[src/rtl/mac_feeder_pkg.sv]
// Shared feeder types: scalar MAC operand, float word macro and FSM state enum.
// MM-array control reuses feeder_state_e and the default length from here.
`ifndef SINGLE
`define SINGLE logic [31:0]
`endif

package mac_feeder_pkg;

    localparam int MAC_FEEDER_MAX_LEN = 64;

    typedef enum logic [2:0] {
        ST_IDLE,
        ST_CLEAR,
        ST_FEED,
        ST_DRAIN,
        ST_DONE
    } feeder_state_e;

    typedef struct packed {
        logic   valid;
        `SINGLE value;
    } Scalar;

    function automatic int sat_len(input int n, input int lim);
        return (n > lim) ? lim : n;
    endfunction

endpackage

[src/rtl/mac_feeder_if.sv]
// Bundle between the feeder, operand buffer, MAC lane and result consumer.
// The stall input exists only when MAC_FEEDER_STALL_EN is defined.
interface mac_feeder_if
    import mac_feeder_pkg::*;
#(
    parameter int MAX_LEN = MAC_FEEDER_MAX_LEN,
    parameter int LEN_W   = $clog2(MAX_LEN + 1),
    parameter int ADDR_W  = $clog2(MAX_LEN)
) ();
    logic              start;
    logic [LEN_W-1:0]  len;
    logic              busy;
    logic              rd_en;
    logic [ADDR_W-1:0] rd_addr;
    logic [31:0]       rd_data_x;
    logic [31:0]       rd_data_w;
    logic              mac_clear;
    Scalar             mac_data;
    Scalar             mac_weight;
    `SINGLE            mac_out;
    logic              res_valid;
    logic              res_ready;
    `SINGLE            res_data;
`ifdef MAC_FEEDER_STALL_EN
    logic              stall;
`endif

    modport master (
        input  start, len, rd_data_x, rd_data_w, mac_out, res_ready,
`ifdef MAC_FEEDER_STALL_EN
        input  stall,
`endif
        output busy, rd_en, rd_addr, mac_clear, mac_data, mac_weight,
        output res_valid, res_data
    );

    modport slave (
        output start, len, rd_data_x, rd_data_w, mac_out, res_ready,
`ifdef MAC_FEEDER_STALL_EN
        output stall,
`endif
        input  busy, rd_en, rd_addr, mac_clear, mac_data, mac_weight,
        input  res_valid, res_data
    );

endinterface

[src/rtl/mac_feeder.sv]
// Sequencer feeding one MAC lane from a 1-cycle-latency operand buffer.
// MAC_FEEDER_STALL_EN adds a stall input that re-reads the current element.
//
//   state    | meaning
//   ---------+---------------------------------------------------------
//   ST_IDLE  | waiting for start; len sampled and saturated here
//   ST_CLEAR | clear MAC, prefetch element 0 when len > 0
//   ST_FEED  | present element i, prefetch i+1 (or re-read i on stall)
//   ST_DRAIN | MAC output complete, capture it into res_data
//   ST_DONE  | offer result until res_ready
module mac_feeder
    import mac_feeder_pkg::*;
#(
    parameter int MAX_LEN = MAC_FEEDER_MAX_LEN,
    parameter int LEN_W   = $clog2(MAX_LEN + 1),
    parameter int ADDR_W  = $clog2(MAX_LEN)
) (
    input logic          clk,
    input logic          rst,
    mac_feeder_if.master bus
);

    feeder_state_e    state_q, state_d;
    logic [LEN_W-1:0] len_q, len_d;
    logic [LEN_W-1:0] cnt_q, cnt_d;
    `SINGLE           res_q, res_d;
    `SINGLE           x_hold_q, x_hold_d;
    `SINGLE           w_hold_q, w_hold_d;
    logic             feed_valid;
    logic             stall_now;

`ifdef MAC_FEEDER_STALL_EN
    assign stall_now = bus.stall;
`else
    assign stall_now = 1'b0;
`endif

    always_ff @(posedge clk) begin
        if (rst) begin
            state_q  <= ST_IDLE;
            len_q    <= '0;
            cnt_q    <= '0;
            res_q    <= '0;
            x_hold_q <= '0;
            w_hold_q <= '0;
        end else begin
            state_q  <= state_d;
            len_q    <= len_d;
            cnt_q    <= cnt_d;
            res_q    <= res_d;
            x_hold_q <= x_hold_d;
            w_hold_q <= w_hold_d;
        end
    end

    always_comb begin
        state_d       = state_q;
        len_d         = len_q;
        cnt_d         = cnt_q;
        res_d         = res_q;
        feed_valid    = 1'b0;
        bus.rd_en     = 1'b0;
        bus.rd_addr   = '0;
        bus.mac_clear = 1'b0;
        bus.res_valid = 1'b0;

        case (state_q)
            ST_IDLE: begin
                if (bus.start) begin
                    len_d   = LEN_W'(sat_len(int'(bus.len), MAX_LEN));
                    state_d = ST_CLEAR;
                end
            end
            ST_CLEAR: begin
                bus.mac_clear = 1'b1;
                cnt_d         = '0;
                if (len_q != '0) begin
                    bus.rd_en = 1'b1;
                    state_d   = ST_FEED;
                end else begin
                    state_d = ST_DRAIN;
                end
            end
            ST_FEED: begin
                if (stall_now) begin
                    bus.rd_en   = 1'b1;
                    bus.rd_addr = ADDR_W'(cnt_q);
                end else begin
                    feed_valid = 1'b1;
                    cnt_d      = cnt_q + LEN_W'(1);
                    if ((cnt_q + LEN_W'(1)) < len_q) begin
                        bus.rd_en   = 1'b1;
                        bus.rd_addr = ADDR_W'(cnt_q + LEN_W'(1));
                    end else begin
                        state_d = ST_DRAIN;
                    end
                end
            end
            ST_DRAIN: begin
                res_d   = bus.mac_out;
                state_d = ST_DONE;
            end
            ST_DONE: begin
                bus.res_valid = 1'b1;
                if (bus.res_ready) state_d = ST_IDLE;
            end
            default: state_d = ST_IDLE;
        endcase

        // operand values track the buffer while valid and hold otherwise
        x_hold_d       = feed_valid ? bus.rd_data_x : x_hold_q;
        w_hold_d       = feed_valid ? bus.rd_data_w : w_hold_q;
        bus.mac_data   = '{valid: feed_valid, value: x_hold_d};
        bus.mac_weight = '{valid: feed_valid, value: w_hold_d};
        bus.busy       = (state_q != ST_IDLE);
        bus.res_data   = res_q;
    end

endmodule

[src/flat_wrapper.sv]
// flat-port wrapper written by rule: the top's interface ports become plain ports
module mac_feeder_flat import mac_feeder_pkg::*;
#(
    parameter int MAX_LEN = MAC_FEEDER_MAX_LEN,
    parameter int LEN_W   = $clog2(MAX_LEN + 1),
    parameter int ADDR_W  = $clog2(MAX_LEN)
)
  (clk, rst, bus_start, bus_len, bus_rd_data_x, bus_rd_data_w, bus_mac_out, bus_res_ready, bus_busy, bus_rd_en, bus_rd_addr, bus_mac_clear, bus_mac_data, bus_mac_weight, bus_res_valid, bus_res_data);
  mac_feeder_if #(.MAX_LEN(MAX_LEN), .LEN_W(LEN_W), .ADDR_W(ADDR_W)) bus_i ();
  input logic clk;
  input logic rst;
  input wire logic [$bits(bus_i.start)-1:0] bus_start;
  input wire logic [$bits(bus_i.len)-1:0] bus_len;
  input wire logic [$bits(bus_i.rd_data_x)-1:0] bus_rd_data_x;
  input wire logic [$bits(bus_i.rd_data_w)-1:0] bus_rd_data_w;
  input wire logic [$bits(bus_i.mac_out)-1:0] bus_mac_out;
  input wire logic [$bits(bus_i.res_ready)-1:0] bus_res_ready;
  output wire logic [$bits(bus_i.busy)-1:0] bus_busy;
  output wire logic [$bits(bus_i.rd_en)-1:0] bus_rd_en;
  output wire logic [$bits(bus_i.rd_addr)-1:0] bus_rd_addr;
  output wire logic [$bits(bus_i.mac_clear)-1:0] bus_mac_clear;
  output wire logic [$bits(bus_i.mac_data)-1:0] bus_mac_data;
  output wire logic [$bits(bus_i.mac_weight)-1:0] bus_mac_weight;
  output wire logic [$bits(bus_i.res_valid)-1:0] bus_res_valid;
  output wire logic [$bits(bus_i.res_data)-1:0] bus_res_data;
  assign bus_i.start = bus_start;
  assign bus_i.len = bus_len;
  assign bus_i.rd_data_x = bus_rd_data_x;
  assign bus_i.rd_data_w = bus_rd_data_w;
  assign bus_i.mac_out = bus_mac_out;
  assign bus_i.res_ready = bus_res_ready;
  assign bus_busy = bus_i.busy;
  assign bus_rd_en = bus_i.rd_en;
  assign bus_rd_addr = bus_i.rd_addr;
  assign bus_mac_clear = bus_i.mac_clear;
  assign bus_mac_data = bus_i.mac_data;
  assign bus_mac_weight = bus_i.mac_weight;
  assign bus_res_valid = bus_i.res_valid;
  assign bus_res_data = bus_i.res_data;
  mac_feeder #(.MAX_LEN(MAX_LEN), .LEN_W(LEN_W), .ADDR_W(ADDR_W)) u_core (.clk(clk), .rst(rst), .bus(bus_i));
endmodule
[config.mk]
export PLATFORM = sky130hd
export DESIGN_NAME = mac_feeder_flat
export DESIGN_NICKNAME = d
export VERILOG_FILES = /design/src/rtl/mac_feeder_pkg.sv /design/src/rtl/mac_feeder_if.sv /design/src/rtl/mac_feeder.sv /design/src/flat_wrapper.sv
export SDC_FILE = /design/constraint.sdc
export NUM_CORES = 1
export LEC_CHECK = 0
export CORE_UTILIZATION = 46
export CTS_CLUSTER_SIZE = 16
export DETAILED_ROUTE_END_ITERATION = 8
export PLACE_DENSITY = 0.86
export SYNTH_ARGS = -nofsm -noshare
export SYNTH_HDL_FRONTEND = slang
export SYNTH_SLANG_ARGS = --single-unit
export TNS_END_PERCENT = 5
[constraint.sdc]
create_clock -name clk -period 4.85 [get_ports clk]
set_clock_uncertainty 0.15 [all_clocks]
set_input_delay 0.97 -clock clk [delete_from_list [all_inputs] [get_ports clk]]
set_output_delay 0.97 -clock clk [all_outputs]
set_load 0.05 [all_outputs]
==> flow_results.org <==
** Status
- Result of the run :: completed

** CTS
- The longest clock path from root to sink contains 2 buffers.
- H-tree levels :: 4
- Buffers inserted to repair hold after CTS numbered 0.
- Post-cts resize count :: 0
- After clock tree synthesis, the clock-pin slew on the worst setup and hold paths is 0.05 ns.
- The tree is rooted in a clkbuf_8.
- After clock tree synthesis, the setup repair step added 0 buffers.
- Clock tree synthesis inserted a total of 17 buffers.
- The clock reaches the later pin of the worst-skew pair after 0.51 ns.
- TritonCTS built the clock tree.
- Clk sink count :: 113

** Power and ir drop
- Worst voltage drop across the vdd grid :: 0.319 mV
- For this design the static power due to leakage is 3.27 nW.
- In this run the power density over the cells is 538 nW/um^2.
- Final total power :: 4.15 mW

** Layout
- Layout cell share with drive strength beyond 1 :: 14.8%
- Antenna cell count :: 0
- Final Instance Count excl. Fillers :: 835
- Net count reported at finish :: 796
- P&R area growth vs syn :: 51.4%

** Yosys
- Counting flops with a built-in enable in the synthesized netlist gives 0.
- For this run, the number of Yosys warnings is 0.
- Ys async rst share :: 0%
- Sorting the synthesized cells by area gives the leading types as dfxtp_1 44%, mux2_4 18%, and2b_1 9.1%, nand2_1 5.7%, a21oi_1 4.2%.
- Mapped cell area :: 5090 sq um
- Mapped Avg Cell Area :: 10.5 sq um
- Sequential share of the synthesized area :: 44.5%
- Number of nets produced by synthesis :: 597
- Most frequent cell after synthesis :: dfxtp_1
- Synthesis instantiated 43 different standard cells from the library.
- After synthesis, the most frequently instantiated cells are 113 x dfxtp_1, 77 x nand2_1, 62 x and2b_1, 62 x mux2_4, 43 x a21oi_1.
- Number of synthesized register bits :: 113
- Cell type with the largest total area after synthesis :: dfxtp_1
- Area share of the leading cell type in the synthesized netlist :: 44.5%
- Post-synthesis instance total :: 483
- Most used flip-flop cell after synthesis :: dfxtp_1

** Routing
- Via Count :: 4127
- Number of iterations in the first detailed-routing pass :: 7
- After detailed routing, the number of vias per cell comes to 4.94.
- The routed design has 12700 microns of wire.
- Average routed wire per standard cell :: 15.2 microns
- Antenna Nets Post-Route :: 0
- DR DRC count :: 0
- Starting DRT DRC Count :: 158

** STA
- FMAX :: 227 MHz
- The final critical path takes up 90.7% of the cycle.
- Setup repair after global routing left no endpoint under its margin.
- Worst slew pin tran :: 1.27 ns
- Setup violations remaining at the end of the flow were counted as 0.
- The final-report max-slew violation count came to 0.
- The final-report hold violation count came to 0.
- The worst pin sits at a relative slew slack of 15.2%.
- Final critical-path required period :: 4.40 ns
- Setup TNS Final :: 0 ns

** Worst hold path
- The min-delay analysis places its worst path in the category reg2reg.

** Worst setup path
- At the worst endpoint, the arrival time is 3.28 ns.
- STA classifies the critical path startpoint as a flop.
- Slowest Stage Delay on Critical Path :: 0.46 ns
- CP cell instances :: ha_1 -> nand3_1 -> xnor2_1 -> inv_1 -> ha_1 -> a211oi_1 -> o211ai_4 -> nor3_1 -> dlymetal6s2s_1
- Counting both buffers and inverters, the worst setup path holds a total of 2.
- On the critical path, the stage with the largest delay is an instance of dlymetal6s2s_1.
- The critical path is of the reg2out type.
- Required time of the critical path :: 3.73 ns
- Critical path peak fanout :: 8
- Crit path top cell by count :: ha_1
- The kind of cell with the highest combined delay along the critical path is compound AO/OA/AOI/OAI gates.
- The worst setup path is captured at an output pin.

** Floorplan
- The die covers 11500 sq um.
- For this configuration, the core starts out at a cell density of 47.1%.
- Std-Cell Rows :: 38
- Measured along the x axis, the die boundary spans 107 microns.
- Io pins :: 215
- Vertical die dimension :: 107 microns
- The region available for standard cell placement spans 10800 sq um.

** Placement
- Count of port buffers added during placement :: 214
- Half-perimeter wire length after placement :: 8870 microns
- At the end of routability-driven placement, the weighted congestion stood at 0.845.
- Instance count after placement with tap cells included :: 803

** Global routing
- The initial antenna violation count came to 0.
- Pin count of the biggest net entering global routing :: 117
- GRT overflow :: 0
- The first global-routing pass estimated 19700 microns of wire.
- Via count of the first global-routing pass :: 4040
- Tot GR Track Use :: 22.4%

** Flow run
- Max capacitance violation total :: 0
==> power breakdown <==
group / total [mW] / internal (mW) / leakage (nW) / switching [mW]
clock network: 1.14 / 0.722 / 0.264 / 0.420
logic: 1.90 / 0.771 / 2.09 / 1.13
registers: 1.10 / 1.05 / 0.916 / 0.0564
total: 4.15 / 2.54 / 3.27 / 1.61
==> through the flow <==
stage	hold WS (ns)	utilization, %	worst slack (ns)	instance area [sq um]
after floorplan	0.290	-	0.750	5090
after global placement	0.291	66.2	0.737	7150
after detailed placement	0.299	66.2	0.586	7150
after CTS	0.304	71.2	0.0378	7690
after global routing	0.322	71.4	0.190	7710
final	0.302	71.4	0.452	7710
==> cell usage in the layout, fill, tap and decap left out, types with 2 or more instances in the layout <==
cell type | Yosys | final
clkbuf_16 | 0 | 16
nand4_1 | 2 | 2
a21oi_1 | 43 | 43
o21ai_0 | 2 | 2
clkbuf_1 | 22 | 3
o211ai_1 | 2 | 2
nand2b_1 | 5 | 5
or4_1 | 2 | 2
or3_1 | 3 | 3
dfxtp_1 | 113 | 113
o32ai_1 | 3 | 3
buf_4 | 2 | 2
nor3b_1 | 2 | 2
xor2_1 | 3 | 3
nand3b_1 | 7 | 7
a211oi_1 | 3 | 3
mux2_2 | 2 | 2
bufinv_16 | 0 | 2
xnor2_1 | 2 | 2
dlymetal6s2s_1 | 0 | 7
mux2_4 | 62 | 62
inv_1 | 11 | 11
clkinv_2 | 0 | 7
nor2_1 | 7 | 7
clkinvlp_4 | 0 | 3
nand2_1 | 77 | 77
nor3_1 | 4 | 4
clkdlybuf4s50_1 | 0 | 206
nand3_1 | 8 | 8
and2b_1 | 62 | 62
ha_1 | 7 | 7
nor2b_1 | 3 | 3
==> flip-flops by register name, summed over array words and instances, names as in the netlist <==
name / flops
u_core.len_q: 7
u_core.state_q: 3
u_core.w_hold_q: 32
u_core.cnt_q: 7
u_core.x_hold_q: 32
u_core.bus.res_data: 32
==> metal layers <==
layer	share of wire (%)	global-route usage (%)	wire (microns)	vias to the layer above
met2	48	37.3	6120	186
met4	2.1	10.9	266	0
met3	9.1	8.09	1150	25
met5	0	0	0	-
met1	41	25.3	5190	1903
li1	-	-	-	2013
==> kinds of logic after synthesis <==
logic type / Yosys count / share of synthesized area [%]
AND/OR/NAND/NOR: 189 / 21.1
adder cells (fa/ha/maj): 7 / 1.72
buffers and inverters: 47 / 6.34
AO/OA/AOI/OAI: 58 / 6.74
XOR/XNOR: 5 / 0.861
multiplexers: 64 / 18.7
flip-flops: 113 / 44.5
==> worst paths after layout <==
check | start | endpoint | slack (ns) | depth (start not counted)
hold reg to reg | u_core.bus.res_data[20]$_SDFFE_PP0P_ | u_core.bus.res_data[20]$_SDFFE_PP0P_ | 0.30 | 2
setup / recovery | u_core.cnt_q[0]$_SDFFE_PP0P_ | bus_rd_addr[3] | 0.45 | 9
hold / removal | u_core.bus.res_data[20]$_SDFFE_PP0P_ | u_core.bus.res_data[20]$_SDFFE_PP0P_ | 0.30 | 2
setup reg to reg | u_core.cnt_q[0]$_SDFFE_PP0P_ | u_core.state_q[0]$_SDFFE_PP0P_ | 2.23 | 8
==> cell type report <==
type | instances | area [sq um]
clock buffers | 20 | 425
clock inverters | 12 | 118
fillers | 757 | 3090
inverters | 12 | 57.6
multi-input cells | 323 | 2500
flip-flops and latches | 113 | 2260
well taps | 140 | 175
repair buffers | 215 | 2160
==> worst register-to-register path: stages (launching register included) <==
cell,delay [ns]
dfxtp_1,0.45
ha_1,0.24
nand3_1,0.17
xnor2_1,0.29
inv_1,0.09
ha_1,0.29
a211oi_1,0.38
o211ai_4,0.18
o211a_1,0.27
Note: power is estimated with default switching activity, not from simulation.
